[config.mk]
export PLATFORM = sky130hd
export DESIGN_NAME = tgc_pipe
export DESIGN_NICKNAME = d
export VERILOG_FILES = /design/src/rtl/tgc_pipe.sv
export SDC_FILE = /design/constraint.sdc
export NUM_CORES = 1
export LEC_CHECK = 0
export ABC_AREA = 0
export BUFFER_PORTS_ARGS = -buffer_cell sky130_fd_sc_hd__buf_2
export CAP_MARGIN = 20
export CORE_AREA = 2 2 135 84
export CTS_CLUSTER_SIZE = 28
export DETAILED_ROUTE_END_ITERATION = 12
export DIE_AREA = 0 0 137 86
export GPL_TIMING_DRIVEN = 0
export HOLD_SLACK_MARGIN = 0.15
export PLACE_DENSITY = 0.73
export SLEW_MARGIN = 5
export SYNTH_ARGS = -nofsm -noshare
export SYNTH_HDL_FRONTEND = slang
export SYNTH_SLANG_ARGS = --single-unit
[constraint.sdc]
create_clock -name clk -period 3.1 [get_ports clk]
set_clock_uncertainty 0.2 [all_clocks]
set_input_delay 0.93 -clock clk [delete_from_list [all_inputs] [get_ports clk]]
set_output_delay 0.93 -clock clk [all_outputs]
set_load 0.02 [all_outputs]
[src/rtl/tgc_pipe.sv]
// Two-stage pipelined triangle-condition checker with valid/ready flow control and saturating counters.
// Optional macro TGC_RIGHT_EN adds sorted-side squares and a right-angle output `right`.
module tgc_pipe #(
  parameter int W  = 8,
  parameter int CW = 16
) (
  input  logic          clk,
  input  logic          rst_n,
  input  logic          clr,
  input  logic          in_valid,
  output logic          in_ready,
  input  logic [W-1:0]  a,
  input  logic [W-1:0]  b,
  input  logic [W-1:0]  c,
  output logic          out_valid,
  input  logic          out_ready,
  output logic          q,
  output logic [1:0]    kind,
  output logic [CW-1:0] tri_cnt,
  output logic [CW-1:0] tot_cnt
`ifdef TGC_RIGHT_EN
  ,
  output logic          right
`endif
);

  logic          s1_valid_q, s1_valid_d;
  logic [W:0]    sum_ab_q, sum_ab_d, sum_ac_q, sum_ac_d, sum_bc_q, sum_bc_d;
  logic [W-1:0]  sa_q, sa_d, sb_q, sb_d, sc_q, sc_d;
  logic          eq_ab_q, eq_ab_d, eq_bc_q, eq_bc_d, eq_ac_q, eq_ac_d;
  logic          zero_q, zero_d;

  logic          out_valid_q, out_valid_d;
  logic          q_q, q_d;
  logic [1:0]    kind_q, kind_d;
  logic [CW-1:0] tri_q, tri_d, tot_q, tot_d;

  logic          s2_adv;
  logic          q_calc;
  logic [1:0]    kind_calc;

`ifdef TGC_RIGHT_EN
  logic [W-1:0]  lo, hi, pmin, pmax, rest;
  logic [2*W:0]  sq_lo_q, sq_lo_d, sq_mid_q, sq_mid_d, sq_hi_q, sq_hi_d;
  logic          right_q, right_d, right_calc;
`endif

  // Stage 2 can take new data when empty or when its result leaves this cycle.
  assign s2_adv   = !out_valid_q || out_ready;
  assign in_ready = !s1_valid_q || s2_adv;

  always_comb begin
    s1_valid_d = s1_valid_q;
    sum_ab_d   = sum_ab_q;
    sum_ac_d   = sum_ac_q;
    sum_bc_d   = sum_bc_q;
    sa_d       = sa_q;
    sb_d       = sb_q;
    sc_d       = sc_q;
    eq_ab_d    = eq_ab_q;
    eq_bc_d    = eq_bc_q;
    eq_ac_d    = eq_ac_q;
    zero_d     = zero_q;
    if (in_ready) begin
      s1_valid_d = in_valid;
      if (in_valid) begin
        sum_ab_d = {1'b0, a} + {1'b0, b};
        sum_ac_d = {1'b0, a} + {1'b0, c};
        sum_bc_d = {1'b0, b} + {1'b0, c};
        sa_d     = a;
        sb_d     = b;
        sc_d     = c;
        eq_ab_d  = (a == b);
        eq_bc_d  = (b == c);
        eq_ac_d  = (a == c);
        zero_d   = (a == '0) || (b == '0) || (c == '0);
      end
    end
  end

`ifdef TGC_RIGHT_EN
  // Three-input sort: order (a,b), then the larger of those competes with c for max.
  always_comb begin
    pmin     = (a > b) ? b : a;
    pmax     = (a > b) ? a : b;
    hi       = (pmax > c) ? pmax : c;
    rest     = (pmax > c) ? c : pmax;
    lo       = (pmin > rest) ? rest : pmin;
    sq_lo_d  = sq_lo_q;
    sq_mid_d = sq_mid_q;
    sq_hi_d  = sq_hi_q;
    if (in_ready && in_valid) begin
      sq_lo_d  = {{(W+1){1'b0}}, lo} * {{(W+1){1'b0}}, lo};
      sq_mid_d = {{(W+1){1'b0}}, ((pmin > rest) ? pmin : rest)} *
                 {{(W+1){1'b0}}, ((pmin > rest) ? pmin : rest)};
      sq_hi_d  = {{(W+1){1'b0}}, hi} * {{(W+1){1'b0}}, hi};
    end
  end
`endif

  always_comb begin
    q_calc = (sum_ab_q > {1'b0, sc_q}) && (sum_ac_q > {1'b0, sb_q}) &&
             (sum_bc_q > {1'b0, sa_q}) && !zero_q;
    if (!q_calc)
      kind_calc = 2'd0;
    else if (eq_ab_q && eq_bc_q)
      kind_calc = 2'd3;
    else if (eq_ab_q || eq_bc_q || eq_ac_q)
      kind_calc = 2'd2;
    else
      kind_calc = 2'd1;
`ifdef TGC_RIGHT_EN
    right_calc = q_calc && ((sq_lo_q + sq_mid_q) == sq_hi_q);
`endif
  end

  // Result registers only load new data, so q/kind stay frozen while stalled.
  always_comb begin
    out_valid_d = out_valid_q;
    q_d         = q_q;
    kind_d      = kind_q;
`ifdef TGC_RIGHT_EN
    right_d     = right_q;
`endif
    if (s2_adv) begin
      out_valid_d = s1_valid_q;
      if (s1_valid_q) begin
        q_d    = q_calc;
        kind_d = kind_calc;
`ifdef TGC_RIGHT_EN
        right_d = right_calc;
`endif
      end
    end
  end

  always_comb begin
    tri_d = tri_q;
    tot_d = tot_q;
    if (clr) begin
      tri_d = '0;
      tot_d = '0;
    end else if (out_valid_q && out_ready) begin
      if (tot_q != '1)
        tot_d = tot_q + CW'(1);
      if (q_q && (tri_q != '1))
        tri_d = tri_q + CW'(1);
    end
  end

  always_ff @(posedge clk or negedge rst_n) begin
    if (!rst_n) begin
      s1_valid_q  <= 1'b0;
      sum_ab_q    <= '0;
      sum_ac_q    <= '0;
      sum_bc_q    <= '0;
      sa_q        <= '0;
      sb_q        <= '0;
      sc_q        <= '0;
      eq_ab_q     <= 1'b0;
      eq_bc_q     <= 1'b0;
      eq_ac_q     <= 1'b0;
      zero_q      <= 1'b0;
      out_valid_q <= 1'b0;
      q_q         <= 1'b0;
      kind_q      <= 2'd0;
      tri_q       <= '0;
      tot_q       <= '0;
`ifdef TGC_RIGHT_EN
      sq_lo_q     <= '0;
      sq_mid_q    <= '0;
      sq_hi_q     <= '0;
      right_q     <= 1'b0;
`endif
    end else begin
      s1_valid_q  <= s1_valid_d;
      sum_ab_q    <= sum_ab_d;
      sum_ac_q    <= sum_ac_d;
      sum_bc_q    <= sum_bc_d;
      sa_q        <= sa_d;
      sb_q        <= sb_d;
      sc_q        <= sc_d;
      eq_ab_q     <= eq_ab_d;
      eq_bc_q     <= eq_bc_d;
      eq_ac_q     <= eq_ac_d;
      zero_q      <= zero_d;
      out_valid_q <= out_valid_d;
      q_q         <= q_d;
      kind_q      <= kind_d;
      tri_q       <= tri_d;
      tot_q       <= tot_d;
`ifdef TGC_RIGHT_EN
      sq_lo_q     <= sq_lo_d;
      sq_mid_q    <= sq_mid_d;
      sq_hi_q     <= sq_hi_d;
      right_q     <= right_d;
`endif
    end
  end

  assign out_valid = out_valid_q;
  assign q         = q_q;
  assign kind      = kind_q;
  assign tri_cnt   = tri_q;
  assign tot_cnt   = tot_q;
`ifdef TGC_RIGHT_EN
  assign right     = right_q;
`endif

endmodule

Word level (Yosys, flattened, before mapping)
Cells that the tools add are included.

Register bits after elaboration: 92. Output and inout bits: 37.

$add $sub $neg: 5. Order comparisons: 3. Equality and inequality tests: 5. Mux-type cells: 9. Reduce and logical (&&, ||, !) cells: 25.

Operators by type and width (count): two-way mux 16 bit (6); adder 16 x 1 -> 16 bit (second input constant) (2); inequality test 16 bit (second input constant) (2); adder 8 x 8 -> 9 bit (3); > comparator 9 x 8 -> 1 bit (3); == test 8 bit (3); logical NOT 8 bit (3); AND reduction 2 bit (4); logical AND 1 bit (6); logical OR 1 bit (6); two-way mux 2 bit (3); nonzero test 2 bit (3); logical NOT 1 bit (3).

Depth between registers and ports, before layout
Gate-level depths: netlist (run 1).

Depth after elaboration: 5. Depth in mapped cells: 8. Depth with buffers taken out: 8.

Worst setup path after synthesis (run 1)
Ideal clock, no wire load.

Path type: input port to flip-flop. Start: input a[0]. End: register sum_ac_q[8]. Library setup time: 77 ps. Arrival: 2245 ps. Setup slack: 578 ps. Cell stages on the path: 8. Path buffers: 0. Cell sequence: ha_1 > inv_1 > fa_1 > nor2b_1 > o21ai_0 > a21boi_0 > o311ai_0 > a21oi_1.

Longest elaborated chain between the ends: 1.

Ends and longest elaborated chain: start: declaration (RTL line 12) `input logic [W-1:0] a,`; adder 8 x 8 -> 9 bit (RTL line 68) `sum_ac_d = {1'b0, a} + {1'b0, c};`; end signal: assignment (RTL line 178) `sum_ac_q <= sum_ac_d;`; end: declaration (RTL line 28) `logic [W:0] sum_ab_q, sum_ab_d, sum_ac_q, sum_ac_d, sum_bc_q, sum_bc_d;`.

No other way between the ends. A chain may end at the register's enable or synchronous reset.

Final worst setup path (run 1)
Start: input b[0]. End: register sum_ab_q[8].

Longest elaborated chain between the ends: 1.

Ends and longest elaborated chain: start: declaration (RTL line 13) `input logic [W-1:0] b,`; adder 8 x 8 -> 9 bit (RTL line 67) `sum_ab_d = {1'b0, a} + {1'b0, b};`; end signal: assignment (RTL line 177) `sum_ab_q <= sum_ab_d;`; end: declaration (RTL line 28).

No other way between the ends.

==> flow_summary_export.csv, run 1 <==
group,metric,value,unit
status,status,"complete, no violations",
synth,synth_top_area_share,40.5,%
global_route,antenna_found_initial,0,
routing,drtPass1Iterations,4,
sta,fin_crit_sh,86.8,%
setup_path,path_cells,"buf_2 > ha_1 > inv_1 > fa_1 > nor2b_1 > o21ai_0 > a21oi_1 > o311ai_0 > a21oi_1",
final_layout,syn_to_final_growth,15.1,%
setup_path,crit_family,"compound AO/OA/AOI/OAI gates",
synth,syn_inst,629,
floorplanning,io_pins,66,
setup_path,crit_type,"primary input to flop",
sta,drv_slew,0,
synth,async_reset_ff_share,100,%
routing,ant_nets,0,
setup_path,required,3160,ps
placed_design,dp_cells,834,
clock_tree,cts.path.max_buffers,2,
synth,synth_cell_type_count,54,
setup_path,max_stage_delay,390,ps
synth,yosys_warnings,0,
setup_path,startpoint_type,"primary input",
global_route,grt_max_degree,63,
global_route,grt_pass1_vias,4800,
synth,ys_seq_area_share,40.5,%
routing,wl,16400,um
final_layout,final_cell_mix,"dfrtp_1, nand2_1, buf_2",
floorplanning,die_h,86,um
clock_tree,clk_pin_slew,60,ps
floorplanning,rows,29,
setup_path,startpoint,"b[0]",
clock_tree,h-tree-depth,3,
final_layout,final_nets,788,
sta,tightest_slew,1010,ps
clock_tree,root_buffer,"clkbuf_16",
sta,setup_violations,0,
synth,ys_seq_elements,92,
setup_path,cp_num_buf_inv,2,
min_path,min_from,"eq_ac_q$_DFFE_PN0P_",
synth,syn_nets,711,
power_and_ir_drop,peakVddDrop,270,uV
min_path,hp-class,"flop to flop",
placed_design,pre_cts_slack,145,ps
sta,grt_setup_unrepaired,"no",
placed_design,port_buffers,65,
final_layout,drive_above_1_share,13.6,%
synth,synth_edf_count,0,
final_layout,antenna_cells,0,
clock_tree,clk_latency,340,ps
synth,synth_ff_type,"dfrtp_1",
clock_tree,post-cts-setup-buffer-count,0,
clock_tree,tritoncts,"yes",
routing,drt_iter0_drc,486,
sta,slew_headroom,31.8,%
final_layout,final_common_cell,"dfrtp_1",
setup_path,cp-end-kind,"flop",
synth,synth_area,5690,um^2
routing,viasPerCell,6.05,
global_route,grt_pass1_wl,26200,um
floorplanning,core,10500,um^2
final_layout,stdcell_count,850,
floorplanning,start_util,54.4,%
routing,vias,5146,
routing,wl_per_cell,19.4,um
global_route,grt_usage,29.2,%
run,maxCapViolCount,0,
floorplanning,die_area,11800,um^2
setup_path,cp_slowest_cell,"fa_1",
sta,hold_viol,0,
setup_path,worstPathMaxFanout,4,
setup_path,critPathArrivalTime,2750,ps
placed_design,place_hpwl,12400,um
sta,fmax,371,MHz
global_route,overflow,0,
synth,ys_top_cells_by_area,"dfrtp_1, ha_1, nand2_1",
clock_tree,hold_buffers,0,
clock_tree,clkSinkCount,92,
clock_tree,post_cts_resized,0,
placed_design,routabilityCongestion,0.980,
power_and_ir_drop,power_density,526,nW/um^2
setup_path,cpMostUsedCell,"a21oi_1",
sta,worst_slack,408,ps
synth,yosysTopAreaCell,"dfrtp_1",
synth,synth_area_per_cell,9.04,um^2
routing,drc,0,
clock_tree,numCtsBuffers,9,
power_and_ir_drop,power.leakage,0.00308,uW
floorplanning,die_x,137,um
sta,post-route-min-period,2690,ps
setup_path,rr_startpoint,"sum_bc_q[5]$_DFFE_PN0P_",
## sequential cells by signal, indices dropped and copies added (netlist names), 8 cells and up
signal and count:
sb_q 8, sum_ab_q 9, sa_q 8, tri_cnt 16, sum_bc_q 9, tot_cnt 16, sum_ac_q 9, sc_q 8
## routing by layer
metal / part of all wire [%] / vias up / global-route usage, %
met5: 0 / - / 0
met4: 1.5 / 0 / 7.03
met3: 10 / 21 / 9.52
met2: 41 / 242 / 40.5
met1: 47 / 2489 / 43.9
li1: - / 2394 / -
## final timing paths
check | slack [ps] | cells after the start | endpoint
worst max-delay path | 410 | 9 | sum_ab_q[8]$_DFFE_PN0P_
worst min-delay path | 280 | 2 | eq_ac_q$_DFFE_PN0P_
worst max register to register | 550 | 6 | q$_DFFE_PN0P_
worst min register to register | 280 | 2 | eq_ac_q$_DFFE_PN0P_
max in group asynchronous | 1710 | 2 | sc_q[6]$_DFFE_PN0P_
min in group asynchronous | 330 | 1 | zero_q$_DFFE_PN0P_
## report_power, final
group	switching, uW	internal (uW)	total [uW]	leakage (uW)
sequential	90.4	1330	1420	0.00118
combinational	505	306	811	0.00174
clock	454	753	1210	0.000160
total	1050	2390	3440	0.00308
## layout make-up
| type | instances | area (um^2) |
|---|---|---|
| Clock inverter | 3 | 68.8 |
| Timing Repair Buffer | 66 | 355 |
| Sequential cell | 92 | 2300 |
| Multi-Input combinational cell | 472 | 3130 |
| Buffer | 20 | 91.3 |
| Fill cell | 881 | 3900 |
| Tap cell | 139 | 174 |
| Clock buffer | 13 | 260 |
| Inverter | 45 | 169 |
## worst register-to-register path, delay by kind of cell, from the launching register on
| family | cells | cell delay, ps |
|---|---|---|
| adders and majority gates | 1 | 330 |
| DFF | 1 | 390 |
| AOI/OAI and AO/OA | 5 | 1480 |
## through the flow
step                power (uW)  hold WS, ps  util [%]  instance area [um^2]  TNS, ps
finish                    3440          284      62.7                  6550        0
global route              3610          301      62.7                  6550        0
CTS                       3440          284      62.7                  6550        0
detailed placement        2230          269      59.5                  6220        0
global placement          2200          264      59.2                  6190    -1380
floorplan                 1940          247         -                  5690        0
## synthesized netlist by cell type (7+ instances only)
master / instances
o211ai_1: 8
xor2_1: 21
nor4_1: 13
nand2b_1: 8
or3_1: 10
dfrtp_1: 92
a21oi_1: 27
o31ai_1: 7
inv_1: 45
nor3_1: 16
and3_1: 7
nand4_1: 7
o21ai_0: 55
a211oi_1: 11
xnor2_1: 11
clkbuf_1: 15
ha_1: 50
nand2_1: 90
nand3_1: 14
nor2_1: 44
## cells by family after synthesis
group	Yosys count	synth area share, %
buffers and inverters	65	4.57
AOI/OAI and AO/OA	137	15.0
muxes	2	0.352
and+or+nand+nor	248	22.7
adders and majority gates	53	12.1
xor gates and xnor gates	32	4.93
DFF	92	40.5
Note: power is estimated with default switching activity, not from simulation.
==> run 2, diff against run 1 <==
- CTS_BUF_LIST: not set -> sky130_fd_sc_hd__clkbuf_4 sky130_fd_sc_hd__clkbuf_8
- TNS_END_PERCENT: not set -> 50
==> run 2 against run 1 <==
  * Setup slack gained 40 ps
  * Routed wire length is 0.46% higher
  * Worst hold slack gained 7.2 ps
  * Critical path depth unchanged
  * Global-route usage rose by 0.11 points
  * Largest cell class unchanged
==> flow_summary_export.csv, run 2 (synthesized netlist as in run 1, its figures left out) <==
group,metric,value,unit
final_layout,final_cell_mix,"dfrtp_1, nand2_1, buf_2",
sta,slew_headroom,38.3,%
min_path,min_from,"eq_ac_q$_DFFE_PN0P_",
setup_path,worstPathMaxFanout,4,
status,status,"complete, no violations",
setup_path,cp_slowest_cell,"fa_1",
sta,tightest_slew,914,ps
setup_path,critPathArrivalTime,2740,ps
clock_tree,numCtsBuffers,9,
clock_tree,hold_buffers,0,
sta,drv_slew,0,
setup_path,cpMostUsedCell,"a21oi_1",
min_path,whs_endpoint,"eq_ac_q$_DFFE_PN0P_",
placed_design,port_buffers,65,
power_and_ir_drop,power_density,492,nW/um^2
global_route,grt_pass1_vias,4769,
final_layout,drive_above_1_share,13.9,%
setup_path,crit_type,"primary input to flop",
sta,setup-tns-final,0,ps
clock_tree,post-cts-setup-buffer-count,0,
routing,drt_iter0_drc,453,
global_route,overflow,0,
setup_path,startpoint_type,"primary input",
setup_path,r2r_cells,6,
clock_tree,post_cts_resized,0,
floorplanning,die_area,11800,um^2
placed_design,routabilityCongestion,0.980,
placed_design,place_hpwl,12400,um
power_and_ir_drop,power.leakage,0.00304,uW
setup_path,r2r_slack,620,ps
sta,whs,291,ps
global_route,grt_max_degree,63,
routing,wl_per_cell,19.4,um
final_layout,syn_to_final_growth,13.4,%
sta,fmax,377,MHz
final_layout,final_nets,788,
global_route,grt_usage,29.3,%
final_layout,stdcell_count,850,
run,maxCapViolCount,0,
setup_path,path_cells,"buf_2 > ha_1 > inv_1 > fa_1 > nor2b_1 > o21ai_0 > a21oi_1 > o311ai_0 > a21oi_1",
routing,ant_nets,0,
sta,hold_viol,0,
clock_tree,root_buffer,"clkbuf_8",
clock_tree,tritoncts,"yes",
clock_tree,h-tree-depth,3,
clock_tree,cts.path.max_buffers,2,
setup_path,rr_startpoint,"sum_ab_q[6]$_DFFE_PN0P_",
sta,fin_crit_sh,85.6,%
setup_path,r2r-end,"q$_DFFE_PN0P_",
final_layout,final_common_cell,"dfrtp_1",
routing,drtPass1Iterations,5,
global_route,antenna_found_initial,0,
routing,wl,16500,um
routing,vias,5154,
clock_tree,clk_pin_slew,80,ps
floorplanning,die_x,137,um
floorplanning,rows,29,
setup_path,cp-end-kind,"flop",
sta,post-route-min-period,2650,ps
routing,drc,0,
floorplanning,core,10500,um^2
clock_tree,clk_latency,370,ps
routing,viasPerCell,6.06,
setup_path,max_stage_delay,390,ps
floorplanning,die_h,86,um
min_path,worstHoldPathCells,2,
floorplanning,io_pins,66,
sta,grt_setup_unrepaired,"no",
global_route,grt_pass1_wl,26200,um
power_and_ir_drop,peakVddDrop,268,uV
sta,setup_violations,0,
setup_path,required,3190,ps
final_layout,antenna_cells,0,
placed_design,dp_cells,834,
clock_tree,clkSinkCount,92,
min_path,hp-class,"flop to flop",
floorplanning,start_util,54.4,%
==> run 2: worst max-delay path by stage <==
stage          startpoint                      end  slack (ps)
6_report             b[0]  sum_ab_q[8]$_DFFE_PN0P_         450
5_1_grt              b[0]  sum_ab_q[8]$_DFFE_PN0P_         340
4_1_cts         out_ready                 in_ready         470
3_5_place_dp         b[0]  sum_ab_q[8]$_DFFE_PN0P_         140
3_3_place_gp        rst_n   tot_cnt[8]$_DFFE_PN0P_         -20
2_1_floorplan        a[0]  sum_ac_q[8]$_DFFE_PN0P_         580
==> run 2: area by class of cell <==
type / instances / area (um^2)
fillers: 900 / 4000
clock inverters: 3 / 68.8
inverters: 45 / 169
flip-flops and latches: 92 / 2300
plain buffers: 20 / 91.3
multi-input cells: 472 / 3130
repair buffers: 66 / 355
clock buffers: 13 / 166
well taps: 139 / 174
==> run 2: where the power goes <==
part	internal [uW]	switching, uW	leakage, uW
registers	1330	89.8	0.00118
clock network	519	424	0.000121
logic	306	508	0.00174
==> run 2: metal layers <==
metal / routed length, um / global-route usage (%)
met4: 257 / 6.65
met5: 0 / 0
met3: 1690 / 10.4
met1: 7870 / 43.9
met2: 6710 / 40.3
==> run 2: worst max-delay path, delay by kind of cell <==
kind | cells | cell delay [ps]
adder cells (fa/ha/maj) | 2 | 600
AO/OA/AOI/OAI | 4 | 810
buffers and inverters | 2 | 270
AND/OR/NAND/NOR | 1 | 130
==> run 2: metrics by stage <==
step           utilization [%]  cell area [um^2]  power (uW)  setup WS (ps)
6_report                  61.8              6450        3180            447
3_3_place_gp              59.2              6190        2200          -24.0
4_1_cts                   61.8              6450        3170            469
5_1_grt                   61.8              6450        3360            336
3_5_place_dp              59.5              6220        2230            145
2_1_floorplan                -              5690        1940            578
==> run 3, diff against run 2 <==
- ABC_AREA: 0 -> 1
- CORE_AREA: 2 2 135 84 -> 2 2 140 87
- DIE_AREA: 0 0 137 86 -> 0 0 142 89
- PLACE_DENSITY: 0.73 -> 0.75
- clock period: 3.1 -> 2.35 ns (I/O delays scaled with it)
==> run 3 against run 2 <==
  * Register-to-register slack worse by 400 ps
  * Sequential share of layout area down 2.3 points
  * Total power up 39%
  * Core utilization down 0.26 points
  * Synthesized cell count up 32%
  * Clock power up 28%
  * Highest routed layer unchanged
==> flow_summary_export.csv, run 3 <==
group,metric,value,unit
final_layout,final_nets,993,
synth,ys_top_cells_by_count,"nand2_1, inv_1, dfrtp_1",
setup_path,crit_end,"sum_ab_q[8]$_DFFE_PN0P_",
global_route,grt_max_degree,69,
power_and_ir_drop,clkPwrFrac,27.5,%
setup_path,cp_num_buf_inv,2,
floorplanning,die_area,12600,um^2
synth,synth_top_area_share,37.6,%
run,maxCapViolCount,0,
floorplanning,start_util,54.6,%
final_layout,multi_input_area,3290,um^2
routing,vias,5694,
setup_path,path_cells,"buf_2 > inv_1 > fa_1 > o21ai_0 > nand4_1 > nand3_1 > nand2_1 > o21ai_0",
routing,drtPass1Iterations,5,
power_and_ir_drop,power_density,640,nW/um^2
global_route,antenna_found_initial,0,
sta,tightest_slew,604,ps
sta,setup_violations,0,
setup_path,r2r_slack,220,ps
sta,grt_setup_unrepaired,"no",
global_route,grt_pass1_vias,5304,
setup_path,startpoint,"a[1]",
final_layout,fin_util,61.5,%
power_and_ir_drop,p_switching,1530,uW
global_route,grt_usage,27.5,%
setup_path,r2r-end,"sum_ab_q[7]$_DFFE_PN0P_",
setup_path,crit_type,"primary input to flop",
routing,wl,16200,um
synth,syn_nets,915,
routing,ant_nets,0,
placed_design,place_hpwl,12700,um
synth,syn_inst,833,
routing,drt_iter0_drc,497,
status,status,"complete, no violations",
power_and_ir_drop,power.leakage,0.00368,uW
final_layout,final_cell_mix,"nand2_1, inv_1, dfrtp_1",
synth,synth_ff_type,"dfrtp_1",
final_layout,drive_above_1_share,11.7,%
floorplanning,rows,30,
synth,ys_seq_area_share,37.6,%
synth,ys_top_cells_by_area,"dfrtp_1, nand2_1, ha_1",
routing,viasPerCell,5.37,
global_route,grt_pass1_wl,27100,um
sta,slew_headroom,59.7,%
routing,wl_per_cell,15.3,um
setup_path,max_stage_delay,510,ps
clock_tree,clk_pin_slew,90,ps
synth,yosys.cell_count.top_type,"nand2_1",
clock_tree,clkSinkCount,92,
final_layout,syn_to_final_growth,12.6,%
clock_tree,cts.path.max_buffers,2,
setup_path,crit_family,"adder cells",
synth,yosys_warnings,0,
sta,post-route-min-period,2230,ps
sta,hold_viol,0,
power_and_ir_drop,p_comb_share,28.8,%
floorplanning,die_h,89,um
synth,synth_cell_type_count,31,
clock_tree,root_buffer,"clkbuf_8",
setup_path,cpMostUsedCell,"o21ai_0",
floorplanning,core,11200,um^2
sta,fin_crit_sh,94.8,%
setup_path,worstPathMaxFanout,4,
sta,whs,296,ps
synth,synth_edf_count,0,
clock_tree,clk_latency,350,ps
placed_design,port_buffers,65,
final_layout,antenna_cells,0,
placed_design,routabilityCongestion,0.960,
setup_path,r2r_cells,6,
floorplanning,io_pins,66,
clock_tree,numCtsBuffers,9,
sta,drv_slew,0,
power_and_ir_drop,switching_share,34.7,%
synth,async_reset_ff_share,100,%
setup_path,cp_slowest_cell,"fa_1",
global_route,overflow,0,
final_layout,regArea,2300,um^2
power_and_ir_drop,intPower,2880,uW
setup_path,startpoint_type,"primary input",
power_and_ir_drop,peakVddDrop,364,uV
floorplanning,die_x,142,um
setup_path,critPathArrivalTime,2300,ps
routing,drc,0,
synth,ys_seq_elements,92,
final_layout,final_common_cell,"nand2_1",
clock_tree,tritoncts,"yes",
clock_tree,h-tree-depth,3,
min_path,hp-class,"flop to flop",
final_layout,fill_cells,1059,
setup_path,cp_num_cells,8,
synth,yosysTopAreaCell,"dfrtp_1",
synth,synth_area_per_cell,7.36,um^2
setup_path,cp-end-kind,"flop",
setup_path,rr_startpoint,"out_valid$_DFFE_PN0P_",
setup_path,required,2420,ps
synth,synth_area,6130,um^2
power_and_ir_drop,seq_power_share,43.7,%
sta,fmax,449,MHz
run 3: changes by cell type after synthesis, moves of 12 or more:
cell | previous run | this run
nand3_1 | 14 | 59
o21ai_0 | 55 | 67
inv_1 | 45 | 110
nor3_1 | 16 | 3
nor2_1 | 44 | 68
nand2_1 | 90 | 258
run 3: final cells by class:
| class | count | share of cell area [%] |
|---|---|---|
| inverter | 112 | 6.16 |
| buffer | 19 | 1.58 |
| clock buffer | 11 | 2.10 |
| sequential | 92 | 33.4 |
| timing repair buffer | 67 | 5.29 |
| tap | 144 | 2.61 |
| clock inverter | 5 | 1.21 |
| multi-input combinational | 610 | 47.7 |
run 3: cells by family (layout without fill, tap and decap cells):
family | after synthesis | count (layout) | share of synthesized area [%]
flops | 92 | 92 | 37.6
compound gates | 100 | 100 | 8.49
buf+inv | 131 | 214 | 8.72
xor+xnor | 31 | 31 | 4.43
fa+ha+maj | 53 | 53 | 11.2
simple gates | 426 | 426 | 29.6
run 3: worst reg2reg max path: stages, from the launching register on:
cell and delay (ps):
dfrtp_1 420, nand3_1 160, nand2_1 220, inv_1 270, clkbuf_1 510, nand3_1 210
nand2_1 90
run 3: power by group through the flow:
stage          Sequential [uW]  Combinational [uW]  Clock (uW)
6_report                  1930                1270        1210
2_1_floorplan             1960                 828           0
3_5_place_dp              1960                1250           0
5_1_grt                   1960                1470        1290
3_3_place_gp              1950                1220           0
4_1_cts                   1930                1260        1230
run 3: metal layers:
layer / vias up / GRT usage (%) / routed length, um
li1: 2828 / - / -
met1: 2664 / 43.2 / 8560
met2: 190 / 39.6 / 6400
met3: 12 / 5.46 / 1140
met4: 0 / 4.45 / 140
met5: - / 0 / 0
run 3: per-stage QoR:
step	worst slack, ps	total power, uW	std cells	cell area [um^2]	TNS (ps)
floorplan	249	2790	833	6130	0
global placement	-538	3170	1042	6630	-50420
detailed placement	-205	3210	1043	6660	-1500
CTS	160	4420	1060	6900	0
global route	43.5	4720	1060	6900	0
finish	123	4420	1060	6900	0
run 3: what timing repair did:
action / in CTS / in global routing
hold buffers: 1 / 0
buffers inserted: 0 / 0
setup endpoints to repair: 0 / 0
endpoints found under the hold margin: 24 / 0
resized for setup: 0 / 0
run 3: worst min-delay path by stage:
stage,cells past startpoint,start,to,slack (ps)
2_1_floorplan,0,rst_n,eq_ab_q$_DFFE_PN0P_,210
3_3_place_gp,2,sa_q[6]$_DFFE_PN0P_,sa_q[6]$_DFFE_PN0P_,270
3_5_place_dp,2,sa_q[1]$_DFFE_PN0P_,sa_q[1]$_DFFE_PN0P_,270
4_1_cts,2,sa_q[1]$_DFFE_PN0P_,sa_q[1]$_DFFE_PN0P_,300
5_1_grt,2,sc_q[7]$_DFFE_PN0P_,sc_q[7]$_DFFE_PN0P_,320
6_report,2,sum_ac_q[0]$_DFFE_PN0P_,sum_ac_q[0]$_DFFE_PN0P_,300
